==> src/rtl/gbc_flash_pkg.sv <==
// Shared types and constants for the NOR flash read path.
// Holds the state encoding, address width and default wait-state count.
package gbc_flash_pkg;

  localparam int FLASH_ADDR_W   = 24;
  localparam int FLASH_WAIT_DEF = 4;
  localparam int CNT_W          = 4;

  typedef enum logic [1:0] {
    ST_IDLE     = 2'd0,
    ST_WAIT     = 2'd1,
    ST_PREFETCH = 2'd2
  } flash_st_e;

endpackage

==> src/rtl/flash_wait_counter.sv <==
// Loadable down-counter for flash access wait states.
// Ports: I_CLK, I_RESET (async high), I_LOAD/I_LOAD_VAL, I_EN, O_ZERO.
module flash_wait_counter #(
  parameter int W = 4
) (
  input  logic         I_CLK,
  input  logic         I_RESET,
  input  logic         I_LOAD,
  input  logic [W-1:0] I_LOAD_VAL,
  input  logic         I_EN,
  output logic         O_ZERO
);

  logic [W-1:0] cnt;

  always_ff @(posedge I_CLK or posedge I_RESET) begin
    if (I_RESET)
      cnt <= '0;
    else if (I_LOAD)
      cnt <= I_LOAD_VAL;
    else if (I_EN && cnt != '0)
      cnt <= cnt - W'(1);
  end

  assign O_ZERO = (cnt == '0);

endmodule

==> src/rtl/flash_read_ctrl.sv <==
// Cartridge-to-NOR-flash read timing controller with registered data/ACK.
// Ports: I_CLK, I_RESET, I_REQ/I_ADDR in, O_ACK/O_DATA/O_BUSY out, flash
// pins out, I_FLASH_DATA in. `define FLASH_PREFETCH_EN adds a one-word
// sequential prefetch buffer.
module flash_read_ctrl
  import gbc_flash_pkg::*;
#(
  parameter int P_WAIT_CYCLES = FLASH_WAIT_DEF,
  parameter int P_ADDR_W      = FLASH_ADDR_W
) (
  input  logic                I_CLK,
  input  logic                I_RESET,
  input  logic                I_REQ,
  input  logic [P_ADDR_W-1:0] I_ADDR,
  output logic                O_ACK,
  output logic [7:0]          O_DATA,
  output logic                O_BUSY,
  output logic [P_ADDR_W-1:0] O_FLASH_ADDR,
  input  logic [15:0]         I_FLASH_DATA,
  output logic                O_FLASH_CE_L,
  output logic                O_FLASH_OE_L,
  output logic                O_FLASH_WE_L,
  output logic                O_FLASH_CLK,
  output logic                O_ADDR_VALID_L
);

  localparam logic [CNT_W-1:0] WAIT_LD =
    CNT_W'(P_WAIT_CYCLES - 1);

  flash_st_e state, state_n;

  logic                start;
  logic                done;
  logic                cnt_zero;
  logic                cnt_load;
  logic                cnt_en;
  logic [P_ADDR_W-1:0] ld_addr;
  logic                unused_hi;

`ifdef FLASH_PREFETCH_EN
  logic                hit;
  logic                pf_start;
  logic                pf_fill;
  logic                conv_set;
  logic                conv;
  logic                pf_valid;
  logic [P_ADDR_W-1:0] pf_addr;
  logic [P_ADDR_W-1:0] ack_addr;
  logic [7:0]          pf_data;
`endif

  assign unused_hi = ^I_FLASH_DATA[15:8];

  always_ff @(posedge I_CLK or posedge I_RESET) begin
    if (I_RESET)
      state <= ST_IDLE;
    else
      state <= state_n;
  end

`ifdef FLASH_PREFETCH_EN
  always_comb begin
    state_n  = state;
    start    = 1'b0;
    done     = 1'b0;
    hit      = 1'b0;
    pf_start = 1'b0;
    pf_fill  = 1'b0;
    conv_set = 1'b0;
    unique case (state)
      ST_IDLE: begin
        if (I_REQ) begin
          if (pf_valid && I_ADDR == pf_addr) begin
            hit = 1'b1;
          end else begin
            start   = 1'b1;
            state_n = ST_WAIT;
          end
        end else if (O_ACK) begin
          pf_start = 1'b1;
          state_n  = ST_PREFETCH;
        end
      end
      ST_WAIT: begin
        if (cnt_zero) begin
          done    = 1'b1;
          state_n = ST_IDLE;
        end
      end
      ST_PREFETCH: begin
        // A different address kills the prefetch and starts the
        // demand read at this same edge.
        if (I_REQ && !conv && I_ADDR != pf_addr) begin
          start   = 1'b1;
          state_n = ST_WAIT;
        end else if (cnt_zero) begin
          state_n = ST_IDLE;
          if (conv || I_REQ)
            done = 1'b1;
          else
            pf_fill = 1'b1;
        end else if (I_REQ) begin
          conv_set = 1'b1;
        end
      end
      default: state_n = ST_IDLE;
    endcase
  end

  assign cnt_load = start | pf_start;
  assign ld_addr  = start ? I_ADDR
                          : ack_addr + P_ADDR_W'(1);
`else
  always_comb begin
    state_n = state;
    start   = 1'b0;
    done    = 1'b0;
    unique case (state)
      ST_IDLE: begin
        if (I_REQ) begin
          start   = 1'b1;
          state_n = ST_WAIT;
        end
      end
      ST_WAIT: begin
        if (cnt_zero) begin
          done    = 1'b1;
          state_n = ST_IDLE;
        end
      end
      default: state_n = ST_IDLE;
    endcase
  end

  assign cnt_load = start;
  assign ld_addr  = I_ADDR;
`endif

  always_comb begin
    O_BUSY         = 1'b0;
    O_FLASH_CE_L   = 1'b1;
    O_FLASH_OE_L   = 1'b1;
    O_ADDR_VALID_L = 1'b1;
    unique case (state)
      ST_WAIT, ST_PREFETCH: begin
        O_BUSY         = 1'b1;
        O_FLASH_CE_L   = 1'b0;
        O_FLASH_OE_L   = 1'b0;
        O_ADDR_VALID_L = 1'b0;
      end
      default: ;
    endcase
  end

  assign O_FLASH_WE_L = 1'b1;
  assign O_FLASH_CLK  = 1'b1;
  assign cnt_en       = (state != ST_IDLE);

  flash_wait_counter #(.W(CNT_W)) u_cnt (
    .I_CLK      (I_CLK),
    .I_RESET    (I_RESET),
    .I_LOAD     (cnt_load),
    .I_LOAD_VAL (WAIT_LD),
    .I_EN       (cnt_en),
    .O_ZERO     (cnt_zero)
  );

  always_ff @(posedge I_CLK or posedge I_RESET) begin
    if (I_RESET) begin
      O_FLASH_ADDR <= '0;
      O_ACK        <= 1'b0;
      O_DATA       <= '0;
    end else begin
`ifdef FLASH_PREFETCH_EN
      O_ACK <= done | hit;
      if (hit)
        O_DATA <= pf_data;
`else
      O_ACK <= done;
`endif
      if (cnt_load)
        O_FLASH_ADDR <= ld_addr;
      if (done)
        O_DATA <= I_FLASH_DATA[7:0];
    end
  end

`ifdef FLASH_PREFETCH_EN
  always_ff @(posedge I_CLK or posedge I_RESET) begin
    if (I_RESET) begin
      pf_valid <= 1'b0;
      pf_addr  <= '0;
      pf_data  <= '0;
      ack_addr <= '0;
      conv     <= 1'b0;
    end else begin
      if (pf_start) begin
        pf_valid <= 1'b0;
        pf_addr  <= ld_addr;
      end else if (pf_fill) begin
        pf_valid <= 1'b1;
        pf_data  <= I_FLASH_DATA[7:0];
      end else if (hit || (start && state == ST_PREFETCH)) begin
        pf_valid <= 1'b0;
      end
      if (done)
        ack_addr <= O_FLASH_ADDR;
      else if (hit)
        ack_addr <= pf_addr;
      if (state_n != ST_PREFETCH)
        conv <= 1'b0;
      else if (conv_set)
        conv <= 1'b1;
    end
  end
`endif

endmodule

==> config.mk <==
export PLATFORM = sky130hd
export DESIGN_NAME = flash_read_ctrl
export DESIGN_NICKNAME = d
export VERILOG_FILES = /design/src/rtl/gbc_flash_pkg.sv /design/src/rtl/flash_wait_counter.sv /design/src/rtl/flash_read_ctrl.sv
export SDC_FILE = /design/constraint.sdc
export NUM_CORES = 1
export LEC_CHECK = 0
export CORE_ASPECT_RATIO = 1.75
export CORE_MARGIN = 10
export CORE_UTILIZATION = 36
export CTS_CLUSTER_DIAMETER = 50
export DETAILED_ROUTE_END_ITERATION = 7
export MAX_ROUTING_LAYER = met4
export PLACE_DENSITY_LB_ADDON = 0.1
export SETUP_SLACK_MARGIN = 0.3
export SYNTH_ARGS = -nofsm -noshare
export SYNTH_HDL_FRONTEND = slang
export SYNTH_SLANG_ARGS = --single-unit
==> constraint.sdc <==
create_clock -name I_CLK -period 1.4 [get_ports I_CLK]
set_clock_uncertainty 0.05 [all_clocks]
set_input_delay 0.35 -clock I_CLK [delete_from_list [all_inputs] [get_ports I_CLK]]
set_output_delay 0.35 -clock I_CLK [all_outputs]
set_load 0.02 [all_outputs]
== Word level (Yosys, flattened, before mapping) ==
Index checks and enable logic that the tools add are counted.

* Register bits: 39
* Input bits: 43
* Word-level logic and storage cells: 29

* $add $sub $neg: 1
* Equal/unequal tests: 4
* Multiplexer cells: 11
* Reductions and logical operators: 8

{| class="wikitable"
|+ Operators with widths
! operator !! count
|-
| 2-to-1 mux 4 bit || 2
|-
| 2-to-1 mux 1 bit || 6
|-
| logical NOT 4 bit || 1
|-
| 2-to-1 mux 2 bit || 2
|-
| != test 2 bit (second input constant) || 2
|-
| case mux 2 bit (2 select lines) || 1
|-
| nonzero test 2 bit || 2
|-
| nonzero test 4 bit || 1
|-
| subtractor 4 x 1 -> 4 bit (second input constant) || 1
|-
| equality test 2 x 1 -> 1 bit (second input constant) || 1
|-
| equality test 2 bit (second input constant) || 1
|-
| logical NOT 2 bit || 1
|-
| AND reduction 2 bit || 1
|-
| OR reduction 2 bit || 1
|-
| logical AND 1 bit || 1
|}

== Logic depth before layout (Yosys ltp) ==
* Word-level depth: 4
* Mapped depth: 6
* Depth with buffers taken out: 5

== Hierarchy ==
Synthesis repeated with hierarchy kept, for this count alone.

* Cells, all modules: 109
* Area total of the unflattened synthesis: 1644.1 µm²

{| class="wikitable"
|+ Modules (own cells, without submodules)
! module !! instances !! cells an instance !! area each (µm²)
|-
| flash_read_ctrl || 1 || 81 || 1382.6
|-
| flash_wait_counter || 1 || 28 || 261.5
|}

== Worst setup path after synthesis ==
No wires, ideal clock.

* Kind: register -> register
* Start: reg u_cnt.cnt[0]
* End: reg O_DATA[0]
* Library setup time: 125 ps
* Data arrival time: 1296 ps
* Path slack: -71 ps
* Stages on the path, launching flop included: 6
* Buffers on the path: 1
* Period minus slack after synthesis: 1471 ps
* Cells stage by stage: dfrtp_1 inv_1 ha_1 and4bb_4 buf_12 mux2_4

* Cells in the longest elaborated chain, start to end: 3

{| class="wikitable"
|+ RTL lines
! item !! RTL line !! RTL
|-
| from (decl) || flash_wait_counter.sv:14 || <nowiki>logic [W-1:0] cnt;</nowiki>
|-
| from (signal assigned) || flash_wait_counter.sv:22 || <nowiki>cnt <= cnt - W'(1);</nowiki>
|-
| logical NOT 4 bit || flash_wait_counter.sv:25 || <nowiki>assign O_ZERO = (cnt == '0);</nowiki>
|-
| 2-to-1 mux 1 bit || flash_read_ctrl.sv:126 || <nowiki>if (cnt_zero) begin</nowiki>
|-
| 2-to-1 mux 1 bit || flash_read_ctrl.sv:118 || <nowiki>unique case (state)</nowiki>
|-
| via done || flash_read_ctrl.sv:33 || <nowiki>logic done;</nowiki>
|-
| to (signal assigned) || flash_read_ctrl.sv:184 || <nowiki>O_DATA <= I_FLASH_DATA[7:0];</nowiki>
|-
| to (decl) || flash_read_ctrl.sv:16 || <nowiki>output logic [7:0] O_DATA,</nowiki>
|}

The timed path passes the listed nets, and every way through them passes these cells.
A chain may end at the register's enable or synchronous reset.

== Worst setup path after layout ==
* Start: reg u_cnt.cnt[0]
* End: reg O_DATA[5]

* Cells in the longest elaborated chain, start to end: 3

{| class="wikitable"
|+ RTL lines
! item !! RTL line
|-
| logical NOT 4 bit || flash_wait_counter.sv:25
|-
| 2-to-1 mux 1 bit || flash_read_ctrl.sv:126
|-
| 2-to-1 mux 1 bit || flash_read_ctrl.sv:118
|}

Every way passes these cells.

==> reports/qor.yml <==
r2r-start: "u_cnt.cnt[0]"
yosys.cell_types.count: 25
cts_tree: "done"
cpPeakStageDelay_ns: 0.39
antennaDiodeCount: 0
drive_gt1_share_pct: 58.14
die_w_microns: 71.78
path_cells: "inv_2, ha_4, and4bb_4, mux2_4"
nNetsFinal: 259
status: "complete, but fails checks"
die_h_microns: 110.6
cts_hold_buf: 0
critPathMaxFanout: 6
rrSetupSlack_ns: -0.03
finalHoldViolations: 0
layout_worst_path_cycle_share_pct: 102.1
drtPass1Iterations: 3
netlist_area_sq_um: 1689
drtAntennaViolNets: 0
place_area_sq_um: 2505
fill_cells: 342
core_sq_um: 4484
drv_slew: 0
synth_seq_area_share_pct: 56.30
power.density_nw_per_um2: 2509
htreeDepth: 2
setup_tns_ns: -0.5510
ys_ff_latch: 38
vias: 1224
max-vdd-ir-drop_uv: 1543
required_ns: 1.52
antenna_found_initial: 0
r2r_cells: 4
setup_viol: 33
die-area_sq_um: 7940
ctsRootBufferMaster: "clkbuf_8"
finalWirelength_microns: 4616
fmax_mhz: 699.7
start_util_pct: 37.67
syn2layout_area_growth_pct: 70.74
cp-end-kind: "register"
wl_per_cell_microns: 17.35
synthCells: 104
fin_area_sq_um: 2884
place_congestion: 0.8117
cts_buffers: 5
worst_slack_ns: -0.02922
clk_pin_slew_ns: 0.08
grt_max_degree: 26
slowest_stage: "dfrtp_1"
yosysWarnings: 0
cts.path.max_buffers: 2
hpwl_microns: 3281
clock-sinks: 38
drc: 0
grt_pass1_vias: 1330
grt_overflow: 0
grtUsageTotal_pct: 11.92
worstSkewPairLatency_ns: 0.29
syn_avg_cell_area_sq_um: 16.24
critPathLaunchType: "register"
layout_min_cycle_time_ns: 1.429
critPathKind: "register to register"
drtIter0Drc: 48
ios: 82
violations: "setup timing"
p_leak_nw: 1.366
grt_pass1_wl_microns: 7369
row_count: 32
hold_path.class: "input port to asynchronous set/reset pin"
cp.arrival_ns: 1.55
maxCapViolCount: 0
rsz0062_at_grt: "true"
via_per_inst: 4.602
rr_endpoint: "O_DATA[5]"
place.port_buffers: 71
[power by group]
part	switching, W	leakage (nW)	total [W]	internal [W]
clock network	0.000373	0.0524	0.000906	0.000533
logic	0.00167	0.862	0.00427	0.00260
registers	0.000399	0.452	0.00206	0.00166
total	0.00244	1.37	0.00723	0.00480
[cell usage after synthesis, drive strengths merged]
| master | instances | area (sq um) |
|---|---|---|
| a21boi | 1 | 7.510 |
| a21oi | 1 | 5.000 |
| a2bb2oi | 1 | 15.01 |
| and4bb | 1 | 16.27 |
| buf | 8 | 101.4 |
| conb | 1 | 3.750 |
| dfrtp | 38 | 950.9 |
| ha | 2 | 25.02 |
| inv | 5 | 18.77 |
| mux2 | 32 | 461.7 |
| nand2 | 3 | 11.26 |
| nand2b | 1 | 6.260 |
| nand3b | 1 | 7.510 |
| nand4b | 1 | 8.760 |
| nor2 | 2 | 10.01 |
| nor2b | 2 | 15.02 |
| nor3 | 1 | 5.000 |
| o211ai | 1 | 7.510 |
| o21ai | 1 | 5.000 |
| o31ai | 1 | 7.510 |
[registers in the layout, summed over array words and instances (netlist names)]
name	flops
O_FLASH_ADDR	24
O_DATA	8
u_cnt.cnt	4
O_ACK	1
state	1
[metal layers]
layer	share of wire (%)	wire (microns)	global-route usage (%)
met1	38	1738	12.45
met2	55	2532	20.05
met3	5.9	274	3.760
met4	1.5	71	4.657
met5	0	0	-
[cells by family (layout without fill, tap and decap cells)]
| family | count (synthesis) | count (layout) | share of synthesized area, % |
|---|---|---|---|
| flip-flops | 38 | 38 | 56.30 |
| multiplexers | 32 | 32 | 27.33 |
| buffers and inverters | 13 | 122 | 7.111 |
| AND/OR/NAND/NOR | 12 | 13 | 4.742 |
| AO/OA/AOI/OAI | 6 | 6 | 2.814 |
| adder cells (fa/ha/maj) | 2 | 2 | 1.481 |
| other | 1 | 2 | 0.2220 |
[layout make-up]
type / count / area [sq um] / share of cell area (%)
Timing Repair Buffer: 109 / 1055 / 36.57
Sequential cell: 38 / 952.2 / 33.02
Multi-Input combinational cell: 55 / 684.4 / 23.73
Clock buffer: 7 / 76.32 / 2.646
Tap cell: 51 / 63.81 / 2.213
Clock inverter: 1 / 30.03 / 1.041
Inverter: 5 / 22.52 / 0.7809
[worst max path at each step]
stage	start	to	slack (ns)	depth (start not counted)
floorplan	u_cnt.cnt[1]	O_DATA[0]	-0.07	5
global placement	I_REQ	O_FLASH_ADDR[14]	-0.32	4
detailed placement	I_REQ	O_FLASH_ADDR[6]	-0.34	4
CTS	u_cnt.cnt[1]	O_DATA[5]	-0.03	4
global route	u_cnt.cnt[1]	O_DATA[5]	-0.06	4
finish	u_cnt.cnt[0]	O_DATA[5]	-0.03	4
[critical path: cells and delay by family, from the launching register on]
family | cells | cell delay [ns]
buffers and inverters | 1 | 0.09
AND/OR/NAND/NOR | 1 | 0.33
multiplexers | 1 | 0.31
adder cells (fa/ha/maj) | 1 | 0.15
flip-flops | 1 | 0.39
[cell usage in the layout (no fill, tap or decap), drive strengths merged]
cell type / instances
nand2: 3
clkdlybuf4s50: 33
ha: 2
o21ai: 1
nand3b: 1
nor2: 2
a21boi: 1
a2bb2oi: 1
clkinvlp: 1
o211ai: 1
inv: 4
nor2b: 2
bufinv: 1
nor3: 1
a21oi: 1
and4bb: 2
nand2b: 1
mux2: 32
o31ai: 1
dfrtp: 38
dlygate4sd2: 1
conb: 2
buf: 75
clkbuf: 7
nand4b: 1
[through the flow]
stage	worst slack, ns	instances	total power, W	utilization [%]	hold slack, ns
after floorplan	-0.06914	105	0.004038	-	0.2661
after global placement	-0.3247	230	0.005470	55.86	0.4424
after detailed placement	-0.3396	230	0.005550	55.86	0.4427
after CTS	-0.03237	252	0.006994	61.69	0.4079
after global routing	-0.06217	266	0.007647	64.31	0.4092
final	-0.02922	266	0.007235	64.31	0.4007
[what timing repair did]
item,in CTS,in global routing
gates resized for setup,222,3
setup buffers,13,14
setup endpoints to repair,75,75
cloned,1,0
pin swaps,1,4
Power figures use the tool's default switching activity.
